## src/rtl/regional_router.sv

```systemverilog
// Region router: decodes addr_i[27:20] into a one-cycle ICB strobe and returns a registered response.
// Optional WAIT-state timeout with error response is enabled by defining REGIONAL_TIMEOUT_EN.
module regional_router #(
  parameter int NREG   = 4,
  parameter int TO_CYC = 15
) (
  input  logic                 clk,
  input  logic                 rst,
  input  logic                 req_i,
  input  logic                 we_i,
  input  logic [31:0]          addr_i,
  input  logic [31:0]          data_i,
  output logic [31:0]          data_o,
  output logic                 ack_o,
  output logic                 err_o,
  output logic [NREG-1:0]      icb_wr,
  output logic [NREG-1:0]      icb_rd,
  output logic [19:0]          icb_adr,
  output logic [31:0]          icb_wdat,
  input  logic [NREG-1:0]      icb_ack,
  input  logic [NREG*32-1:0]   icb_rdat
);

  typedef enum logic [2:0] {S_IDLE, S_ISSUE, S_WAIT, S_RESP, S_ERR} state_e;

  state_e      state_q, state_d;
  logic        we_q, we_d;
  logic        mapped_q, mapped_d;
  logic [7:0]  sel_q, sel_d;
  logic [19:0] adr_q, adr_d;
  logic [31:0] wdat_q, wdat_d;
  logic [31:0] data_q, data_d;
  logic        req_mapped;
  logic        sel_ack;
  logic [31:0] sel_rdat;
  logic        unused_addr_hi;

  assign unused_addr_hi = ^addr_i[31:28];
  assign req_mapped     = ({1'b0, addr_i[27:20]} < 9'(NREG));

`ifdef REGIONAL_TIMEOUT_EN
  localparam int CW = (TO_CYC > 1) ? $clog2(TO_CYC) : 1;
  logic [CW-1:0] cnt_q, cnt_d;
`else
  localparam int unused_to_cyc = TO_CYC;
`endif

  // Only the selected region's ack/data matter; everything else is ignored.
  always_comb begin
    sel_ack  = 1'b0;
    sel_rdat = '0;
    for (int k = 0; k < NREG; k++) begin
      if (sel_q == 8'(k)) begin
        sel_ack  = icb_ack[k];
        sel_rdat = icb_rdat[k*32 +: 32];
      end
    end
  end

  always_comb begin
    state_d  = state_q;
    we_d     = we_q;
    mapped_d = mapped_q;
    sel_d    = sel_q;
    adr_d    = adr_q;
    wdat_d   = wdat_q;
    data_d   = data_q;
`ifdef REGIONAL_TIMEOUT_EN
    cnt_d    = cnt_q;
`endif
    unique case (state_q)
      S_IDLE: begin
        if (req_i) begin
          we_d     = we_i;
          sel_d    = addr_i[27:20];
          adr_d    = addr_i[19:0];
          wdat_d   = data_i;
          mapped_d = req_mapped;
          state_d  = S_ISSUE;
        end
      end
      // Unmapped accesses pass through ISSUE with strobes suppressed so the
      // error lands at the same latency as a zero-wait access.
      S_ISSUE: begin
        if (!mapped_q) begin
          state_d = S_ERR;
          data_d  = '0;
        end else if (sel_ack) begin
          state_d = S_RESP;
          data_d  = we_q ? 32'h0 : sel_rdat;
        end else begin
          state_d = S_WAIT;
`ifdef REGIONAL_TIMEOUT_EN
          cnt_d   = '0;
`endif
        end
      end
      S_WAIT: begin
        if (sel_ack) begin
          state_d = S_RESP;
          data_d  = we_q ? 32'h0 : sel_rdat;
        end
`ifdef REGIONAL_TIMEOUT_EN
        else if (cnt_q == CW'(TO_CYC - 1)) begin
          state_d = S_ERR;
          data_d  = '0;
        end else begin
          cnt_d = cnt_q + CW'(1);
        end
`endif
      end
      S_RESP:  state_d = S_IDLE;
      S_ERR:   state_d = S_IDLE;
      default: state_d = S_IDLE;
    endcase
  end

  always_ff @(posedge clk) begin
    if (rst) begin
      state_q  <= S_IDLE;
      we_q     <= 1'b0;
      mapped_q <= 1'b0;
      sel_q    <= '0;
      adr_q    <= '0;
      wdat_q   <= '0;
      data_q   <= '0;
`ifdef REGIONAL_TIMEOUT_EN
      cnt_q    <= '0;
`endif
    end else begin
      state_q  <= state_d;
      we_q     <= we_d;
      mapped_q <= mapped_d;
      sel_q    <= sel_d;
      adr_q    <= adr_d;
      wdat_q   <= wdat_d;
      data_q   <= data_d;
`ifdef REGIONAL_TIMEOUT_EN
      cnt_q    <= cnt_d;
`endif
    end
  end

  always_comb begin
    icb_wr = '0;
    icb_rd = '0;
    for (int k = 0; k < NREG; k++) begin
      if (state_q == S_ISSUE && mapped_q && sel_q == 8'(k)) begin
        icb_wr[k] = we_q;
        icb_rd[k] = !we_q;
      end
    end
  end

  assign ack_o    = (state_q == S_RESP) || (state_q == S_ERR);
  assign err_o    = (state_q == S_ERR);
  assign data_o   = data_q;
  assign icb_adr  = adr_q;
  assign icb_wdat = wdat_q;

endmodule

```

## config.mk

```make
export PLATFORM = sky130hd
export DESIGN_NAME = regional_router
export DESIGN_NICKNAME = d
export VERILOG_FILES = /design/src/rtl/regional_router.sv
export SDC_FILE = /design/constraint.sdc
export NUM_CORES = 1
export LEC_CHECK = 0
export ABC_AREA = 0
export BUFFER_PORTS_ARGS = -buffer_cell sky130_fd_sc_hd__buf_4
export CAP_MARGIN = 20
export CORE_UTILIZATION = 31
export CTS_CLUSTER_DIAMETER = 100
export DETAILED_ROUTE_END_ITERATION = 8
export PLACE_DENSITY = 0.71
export SKIP_CTS_REPAIR_TIMING = 1
export SLEW_MARGIN = 20
export SYNTH_ARGS = -nofsm -noshare
export SYNTH_HDL_FRONTEND = slang
export SYNTH_SLANG_ARGS = --single-unit
```

## constraint.sdc

```tcl
create_clock -name clk -period 3.72 [get_ports clk]
set_input_delay 1.116 -clock clk [delete_from_list [all_inputs] [get_ports clk]]
set_output_delay 1.116 -clock clk [all_outputs]
set_load 0.05 [all_outputs]
```

# Word-level counts from Yosys, hierarchy flattened

Cells that the tools add are included.

$lt $le $gt $ge: 1
Equality and inequality tests: 9
Multiplexer cells: 25
Reduce and logical (&&, ||, !) cells: 12

Operator list:

| kind                                                                  | number |
|---|---|
| 32-bit two-way mux                                                    | 7 |
| 32-bit case mux with 2 select lines                                   | 1 |
| 8-bit by 2-bit equality test with 1-bit output, second input constant | 2 |
| 1-bit two-way mux                                                     | 13 |
| 3-bit two-way mux                                                     | 3 |
| 3-bit case mux with 3 select lines                                    | 1 |
| 8-bit by 1-bit equality test with 1-bit output, second input constant | 1 |
| 8-bit logical NOT                                                     | 1 |
| 8-bit by 3-bit < comparator with 1-bit output, second input constant  | 1 |
| 3-bit by 2-bit equality test with 1-bit output, second input constant | 2 |
| 1-bit logical AND                                                     | 5 |
| 2-bit inequality test, second input constant                          | 2 |
| 2-bit AND reduction                                                   | 2 |
| 3-bit by 1-bit equality test with 1-bit output, second input constant | 1 |
| 3-bit equality test, second input constant                            | 1 |
| 3-bit logical NOT                                                     | 1 |
| 2-bit nonzero test                                                    | 1 |
| 1-bit logical NOT                                                     | 1 |
| 1-bit logical OR                                                      | 1 |

Register bits: 97
Input port bits: 200
Output and inout bits: 94
Word-level logic and storage cells: 54

# Longest topological paths before layout

Gate-level depths: netlist (run 1).

Word-level depth: 9
Depth in mapped cells: 7
Mapped depth without buffers: 4

# Worst setup path before layout (run 1)

Ideal clock, no wire load.

Path kind: flip-flop to output port
Start point: reg sel_q[0]
End point: out icb_rd[1]
Arrival: 2.808 ns
Slack: -0.204 ns
Cell stages (with the launch flop): 5
Cell sequence: dfxtp_1 buf_2 buf_4 clkbuf_1 nor4b_1

Longest elaborated chain between the ends: 3

RTL lines:

| element                                        | line | text |
|---|---|---|
| start: declaration                             | 29   | `logic [7:0] sel_q, sel_d;` |
| start signal: assignment                       | 134  | `sel_q <= sel_d;` |
| 8-bit by 1-bit equality test with 1-bit output | 148  | `if (state_q == S_ISSUE && mapped_q && sel_q == 8'(k)) begin` |
| 1-bit logical AND                              | 148  |  |
| 1-bit two-way mux                              | 148  |  |
| end: declaration                               | 17   | `output logic [NREG-1:0] icb_rd,` |

No other way between the ends.

# Final worst setup path (run 1)

Start point: reg sel_q[7]
End point: out icb_wr[1]

Longest elaborated chain between the ends: 3

RTL lines:

| element                                        | line | text |
|---|---|---|
| 8-bit by 1-bit equality test with 1-bit output | 148  |  |
| 1-bit logical AND                              | 148  |  |
| 1-bit two-way mux                              | 148  |  |
| end: declaration                               | 16   | `output logic [NREG-1:0] icb_wr,` |

No other way between the ends.

==> summary.txt, run 1 <==
Setup path
  • Worst EP arrival: between 1.5 and 2 ns
  • CP Launch Point: sel_q[7]$_SDFFE_PP0P_
  • Setup crit start kind: flop
  • Req. time, crit path: roughly 2.6 ns
  • Worst R2R Start: sel_q[0]$_SDFFE_PP0P_
  • R2r endpoint: data_o[15]$_SDFFE_PP0P_
  • R2R cell count: 5
  • FF-to-FF setup slack: 1.17 ns
  • Critical path fanouts, max: 5
  • WS Path Type: reg2out
  • Worst setup path endpoint: icb_wr[1]
  • CP Capture Type: primary output

CTS
  • H-tree levels: 3
  • CTS tree: yes
  • CTS clk-pin slew, worst paths: approximately 0.070 ns
  • Max Buffers Root-to-Sink: 2
  • Clk sink count: 97
  • CTS buffer count: 9
  • CTS root buf: clkbuf_16
  • Worst skew pair latency: about 0.35 ns

Placement
  • Port Buffers: about 290
  • Dpl hpwl: between 10000 and 15000 µm
  • GPL Wtd Cong: 0.787
  • Post-Place Cells: 911

Floorplan
  • Initial Utilization: 0.322
  • Die width: between 100 and 150 µm
  • Die area: about 14000 µm²
  • Die Span Y: roughly 120 µm
  • I/O pin count: slightly below 300
  • Core area: roughly 13000 µm²
  • Num rows: 42

Yosys
  • Seq/Total Area, Yosys: 0.451
  • Post-synth cell types: 34
  • Synthesis Warnings: 0
  • #FFs+latches synth: 97
  • Mapped Area: 4310 µm²
  • Cell count after synthesis: 479
  • Synthesized Nets: 679
  • Synthesized area per cell: between 8 and 9 µm²

Timing
  • Fmax: 0.323 GHz
  • Tcrit/Tclk final: 0.833
  • Final Skew: around 0.0074 ns
  • Tmin final: ~3.1 ns
  • Slew @ Worst Pin: approximately 0.71 ns
  • Max_slew headroom: 0.528
  • Final Max Slew Viols: 0
  • RSZ-0062 raised after global routing: false
  • Final TNS setup: 0 ns
  • Final Setup Violations: 0
  • Fin. Hold Viols: 0

Worst hold path
  • HP Class: reg2reg
  • Hold path depth: 2

Cells and area
  • Final Util: 0.515
  • Area growth syn-to-layout: 60.0%
  • Non-filler cells, final: a little over 900
  • Ant diodes: 0
  • Filler instances: 1318
  • NumNets Final: 946
  • Share of layout cells above drive strength 1: 0.467

Drt
  • Routed Antenna Nets: 0
  • Drt drc: 0
  • Routed len/inst: roughly 15 µm
  • Via count: ~4500
  • Drt pass-1 iters: 4
  • Post-Route WL: 14200 µm
  • Initial DRC count: roughly 180
  • Via-to-Cell Ratio: between 4 and 5

Power and ir drop
  • Seq pwr share: 0.429
  • Switching share of total power: 0.302
  • Int Pwr: 1810 µW
  • IR drop worst, VDD: between 0.2 and 0.3 mV
  • LEAKAGE: ~0.0030 µW
  • Power per standard cell area: 376 nW/µm²
  • Clock network power share: 0.349
  • Combinational share of power: 0.222
  • Net load switching power: 783 µW

Global route
  • First-pass GRT wire length: about 22000 µm
  • Tot GR Track Use: 0.195
  • Number of global-route vias before repair: between 4000 and 5000
  • Pin count of the biggest net entering global routing: 64
  • Initial antenna violation count: 0
  • Total grt overflow: 0

Flow run
  • Max-cap violations: 0

Outcome
  • Status: complete, no violations
-- worst max-delay path: stages, from the launching register on --
cell	delay, ns
dfxtp_1	0.32
nor4_2	0.51
nand2_1	0.25
nor4b_2	0.31
buf_4	0.24
-- cell type report --
class	count	area, µm²	area share
timing repair buffer	297	2240	0.325
sequential	97	1940	0.282
multi-input combinational	340	2200	0.319
clock inverter	7	61.3	0.00889
inverter	1	3.75	0.000544
tap	176	220	0.0319
clock buffer	9	225	0.0327
-- cells by family after synthesis --
| family | share of synthesized area |
|---|---|
| AOI/OAI and AO/OA | 0.218 |
| DFF | 0.451 |
| buffers and inverters | 0.0459 |
| and+or+nand+nor | 0.159 |
| muxes | 0.126 |
-- Yosys cell counts --
library cell  instances  area share
nand2_1             125        0.11
dfxtp_1              97        0.45
a21oi_1              64       0.074
o21ai_0              47       0.055
clkbuf_1             31       0.027
mux4_2               17       0.089
a22o_1               16       0.033
mux2i_1              16       0.037
o2bb2ai_2            10       0.035
nor2_1                6      0.0052
o2bb2ai_1             6       0.012
buf_2                 5      0.0058
nor3_1                5      0.0058
buf_6                 4       0.010
nand3_1               4      0.0046
nor4_1                4      0.0058
nand2b_1              3      0.0044
nor4b_1               2      0.0041
or3_1                 2      0.0029
a211oi_4              1      0.0046
a21boi_0              1      0.0017
and3_4                1      0.0026
and3b_1               1      0.0020
buf_4                 1      0.0017
inv_1                 1     0.00087
nand3b_1              1      0.0017
nand4_1               1      0.0015
nor2b_1               1      0.0015
nor3_2                1      0.0023
nor3b_1               1      0.0017
nor4_2                1      0.0029
o21bai_1              1      0.0017
o31ai_1               1      0.0017
or2_2                 1      0.0015
-- through the flow --
step	cell area (µm²)	power (µW)	setup slack [ns]	hold slack, ns
final	6900	2600	0.622	0.455
after CTS	6890	2630	0.586	0.457
after global routing	6900	2720	0.392	0.473
after floorplan	4320	1460	0.120	0.436
after global placement	6600	1710	0.774	0.443
after detailed placement	6600	1720	0.762	0.447
-- how the worst min path moves through the flow --
stage                                   start                        end
finish              icb_wdat[24]$_SDFFE_PP0P_  icb_wdat[24]$_SDFFE_PP0P_
global route         icb_adr[18]$_SDFFE_PP0P_   icb_adr[18]$_SDFFE_PP0P_
CTS                 icb_wdat[14]$_SDFFE_PP0P_  icb_wdat[14]$_SDFFE_PP0P_
detailed placement  icb_wdat[14]$_SDFFE_PP0P_  icb_wdat[14]$_SDFFE_PP0P_
global placement      icb_adr[3]$_SDFFE_PP0P_    icb_adr[3]$_SDFFE_PP0P_
floorplan               sel_q[6]$_SDFFE_PP0P_      sel_q[6]$_SDFFE_PP0P_
-- power groups by stage --
stage,clock network [µW],logic (µW),registers (µW)
2_1_floorplan,0,209,1250
3_3_place_gp,0,576,1130
3_5_place_dp,0,581,1140
4_1_cts,941,582,1110
5_1_grt,975,621,1120
6_report,907,576,1110
-- state kept, by name (all words and copies together), names as in the netlist --
register	flops
state_q	3
data_o	32
sel_q	8
mapped_q	1
icb_adr	20
icb_wdat	32
we_q	1
-- layout by cell type (no fill, tap or decap), drive strengths merged --
cell type and count:
a211oi 1, a21boi 1, a21oi 64, a22o 16
and3 1, and3b 1, buf 297, clkbuf 9
clkinv 2, clkinvlp 2, dfxtp 97, inv 4
mux2i 16, mux4 17, nand2 125, nand2b 3
nand3 4, nand3b 1, nand4 1, nor2 6
nor2b 1, nor3 6, nor3b 1, nor4 5
nor4b 2, o21ai 47, o21bai 1, o2bb2ai 16
o31ai 1, or2 1, or3 2
-- metal layers --
layer,global-route usage,up-vias,routed length [µm]
li1,-,2224,-
met1,0.225,2038,5750
met2,0.339,182,7040
met3,0.0589,15,1210
met4,0.0664,0,212
met5,0,-,0
(Power assumes the default switching activity.)
==> run 2, diff against run 1 <==
- ABC_AREA: 0 -> 1
- PLACE_DENSITY: 0.71 -> 0.68
- clock period: 3.72 -> 3 ns (I/O delays scaled with it)
==> run 2 against run 1 <==
- clock power increased by 33%
- synthesized cell count is 65% higher
- core utilization is 2.0 points lower
- via count grew 30%
- register-to-register slack worse by 0.46 ns
- power is 46% higher
- hold slack improved by 0.0084 ns
- critical path type unchanged
==> summary.txt, run 2 <==
Yosys
  • Post-synth cell types: 26 (was 34)
  • Synthesis Warnings: 0 (unchanged)
  • Ys async rst share: 0 (unchanged)
  • Synthesized area per cell: 6.29 µm² (was 9.00 µm²)
  • Yosys top cell by area: dfxtp_1 (unchanged)
  • Cell count after synthesis: 789 (was 479)
  • Dominant cells by area after synthesis: dfxtp_1 39%, nand2_1 16%, nor2_1 13% (was dfxtp_1 45%, nand2_1 11%, mux4_2 8.9%)
  • #FFs+latches synth: 97 (unchanged)
  • Area share of the leading cell type in the synthesized netlist: 0.391 (was 0.451)
  • Number of synthesized flops with an enable pin: 0 (unchanged)
  • Seq/Total Area, Yosys: 0.391 (was 0.451)
  • Top cells by count, synth: 206 x nand2_1, 178 x nor2_1, 97 x dfxtp_1, 87 x o21ai_0, 55 x nand3_1 (was 125 x nand2_1, 97 x dfxtp_1, 64 x a21oi_1, 47 x o21ai_0, 31 x clkbuf_1)
  • Mapped Area: 4960 µm² (was 4310 µm²)
  • Top-count cell post-synth: nand2_1 (unchanged)
  • Synthesized Nets: 989 (was 679)
  • Main flop type after synthesis: dfxtp_1 (unchanged)

Setup path
  • Req. time, crit path: 2.10 ns (was 2.60 ns)
  • Worst EP arrival: 1.89 ns (was 1.98 ns)
  • CP Launch Point: state_q[0]$_SDFFE_PP0P_ (was sel_q[7]$_SDFFE_PP0P_)
  • R2r endpoint: data_o[24]$_SDFFE_PP0P_ (was data_o[15]$_SDFFE_PP0P_)
  • WS Path Type: reg2out (unchanged)
  • R2R cell count: 10 (was 5)
  • Worst R2R Start: sel_q[6]$_SDFFE_PP0P_ (was sel_q[0]$_SDFFE_PP0P_)
  • Setup crit start kind: flop (unchanged)
  • CP Capture Type: primary output (unchanged)
  • FF-to-FF setup slack: 0.71 ns (was 1.17 ns)
  • Critical path fanouts, max: 7 (was 5)

Global route
  • Pin count of the biggest net entering global routing: 65 (was 64)
  • Total grt overflow: 0 (unchanged)
  • Number of global-route vias before repair: 5312 (was 4410)
  • Tot GR Track Use: 0.206 (was 0.195)
  • Initial antenna violation count: 0 (unchanged)
  • First-pass GRT wire length: 26600 µm (was 22100 µm)

Cells and area
  • Final Util: 0.495 (was 0.515)
  • Non-filler cells, final: 1272 (was 927)
  • NumNets Final: 1256 (was 946)
  • Area growth syn-to-layout: 53.8% (was 60.0%)
  • Ant diodes: 0 (unchanged)
  • Share of layout cells above drive strength 1: 0.341 (was 0.467)
  • Commonest non-fill, non-tap cell in the layout: buf_4 (unchanged)
  • Most frequent cells in the layout: 303 x buf_4, 205 x nand2_1, 177 x nor2_1, 97 x dfxtp_1, 87 x o21ai_0 (was 296 x buf_4, 125 x nand2_1, 95 x dfxtp_1, 64 x a21oi_1, 47 x o21ai_0)

Placement
  • Setup slack at placement: 0.510 ns (was 0.762 ns)
  • Post-Place Cells: 1256 (was 911)
  • Port Buffers: 289 (unchanged)
  • GPL Wtd Cong: 0.837 (was 0.787)
  • Dpl hpwl: 12700 µm (was 10400 µm)

Worst hold path
  • Hold path start: data_o[14]$_SDFFE_PP0P_ (was icb_wdat[24]$_SDFFE_PP0P_)
  • Hold Path Sink: data_o[14]$_SDFFE_PP0P_ (was icb_wdat[24]$_SDFFE_PP0P_)
  • HP Class: reg2reg (unchanged)
  • Hold path depth: 2 (unchanged)

Floorplan
  • Die width: 129 µm (was 120 µm)
  • Initial Utilization: 0.322 (about the same)
  • Die area: 16500 µm² (was 14400 µm²)
  • Num rows: 45 (was 42)
  • Die Span Y: 129 µm (was 120 µm)
  • I/O pin count: 294 (unchanged)
  • Core area: 15400 µm² (was 13400 µm²)

Timing
  • Slew @ Worst Pin: 0.856 ns (was 0.705 ns)
  • Tcrit/Tclk final: 0.930
  • Final TNS setup: 0 ns (unchanged)
  • Fin. Hold Viols: 0 (unchanged)
  • RSZ-0062 raised after global routing: false (unchanged)
  • Tmin final: around 2.8 ns
  • Fmax: 0.359 GHz
  • Max_slew headroom: 0.429 (was 0.528)
  • WHS: 0.463 ns (was 0.455 ns)
  • Final Skew: 0.00814 ns (was 0.00739 ns)
  • Fin worst setup slack: 0.211 ns (was 0.622 ns)
  • Final Max Slew Viols: 0 (unchanged)
  • Final Setup Violations: 0 (unchanged)

Drt
  • Routed len/inst: 13.8 µm (was 15.3 µm)
  • Via count: 5801 (was 4459)
  • Initial DRC count: 261 (was 179)
  • Drt pass-1 iters: 4 (unchanged)
  • Drt drc: 0 (unchanged)
  • Routed Antenna Nets: 0 (unchanged)
  • Post-Route WL: 17600 µm (was 14200 µm)
  • Via-to-Cell Ratio: 4.56 (was 4.81)

Power and ir drop
  • Power per standard cell area: 497 nW/µm² (was 376 nW/µm²)
  • IR drop worst, VDD: 0.294 mV (was 0.254 mV)
  • LEAKAGE: 0.00376 µW (was 0.00302 µW)

CTS
  • CTS buffer count: 9 (unchanged)
  • H-tree levels: 3 (unchanged)
  • CTS tree: yes (unchanged)
  • Max Buffers Root-to-Sink: 2 (unchanged)
  • Clk sink count: 97 (unchanged)
  • CTS root buf: clkbuf_16 (unchanged)
  • Worst skew pair latency: 0.34 ns (was 0.35 ns)
  • CTS clk-pin slew, worst paths: 0.07 ns (about the same)

Outcome
  • Status: complete, no violations (unchanged)

Flow run
  • Max-cap violations: 0 (unchanged)
run 2: worst max path at each step:
stage | endpoint | slack (ns) | depth (start not counted)
floorplan | icb_rd[0] | 0.01 | 6
global placement | icb_rd[1] | 0.52 | 4
detailed placement | icb_wr[2] | 0.51 | 6
CTS | icb_wr[2] | 0.12 | 6
global route | icb_wr[2] | 0.03 | 6
finish | icb_rd[1] | 0.21 | 5
run 2: final cells by class:
cell class,instances,area (µm²)
flip-flops and latches,97,1940
repair buffers,304,2290
fillers,1624,7800
multi-input cells,607,2680
clock inverters,6,71.3
inverters,37,140
clock buffers,10,239
well taps,211,264
run 2: logic make-up (layout without fill, tap and decap cells):
kind of cell    count (synthesis)  count (layout)  synth area share
simple gates                  478             478             0.397
compound gates                129             129             0.140
flops                          97              97             0.391
buf+inv                        85             357            0.0706
run 2: worst max-delay path, stage by stage (launching register included):
cell and delay, ns:
dfxtp_1 0.37, inv_1 0.07, nor3_1 0.23, nand2_2 0.18
nor3_1 0.42, buf_4 0.29
run 2: metal layers:
metal,part of all wire,GRT usage
met1,0.43,0.243
met2,0.46,0.352
met3,0.092,0.0586
met4,0.021,0.0768
met5,0,0
run 2: where the power goes:
| group | internal, µW | switching, µW |
|---|---|---|
| logic | 422 | 730 |
| registers | 1380 | 48.7 |
| clock network | 680 | 532 |
| total | 2480 | 1310 |
run 2: per-stage QoR:
step	power, µW	area, µm²
floorplan	2150	4960
global placement	2600	7320
detailed placement	2610	7320
CTS	3840	7630
global route	3980	7630
finish	3790	7630
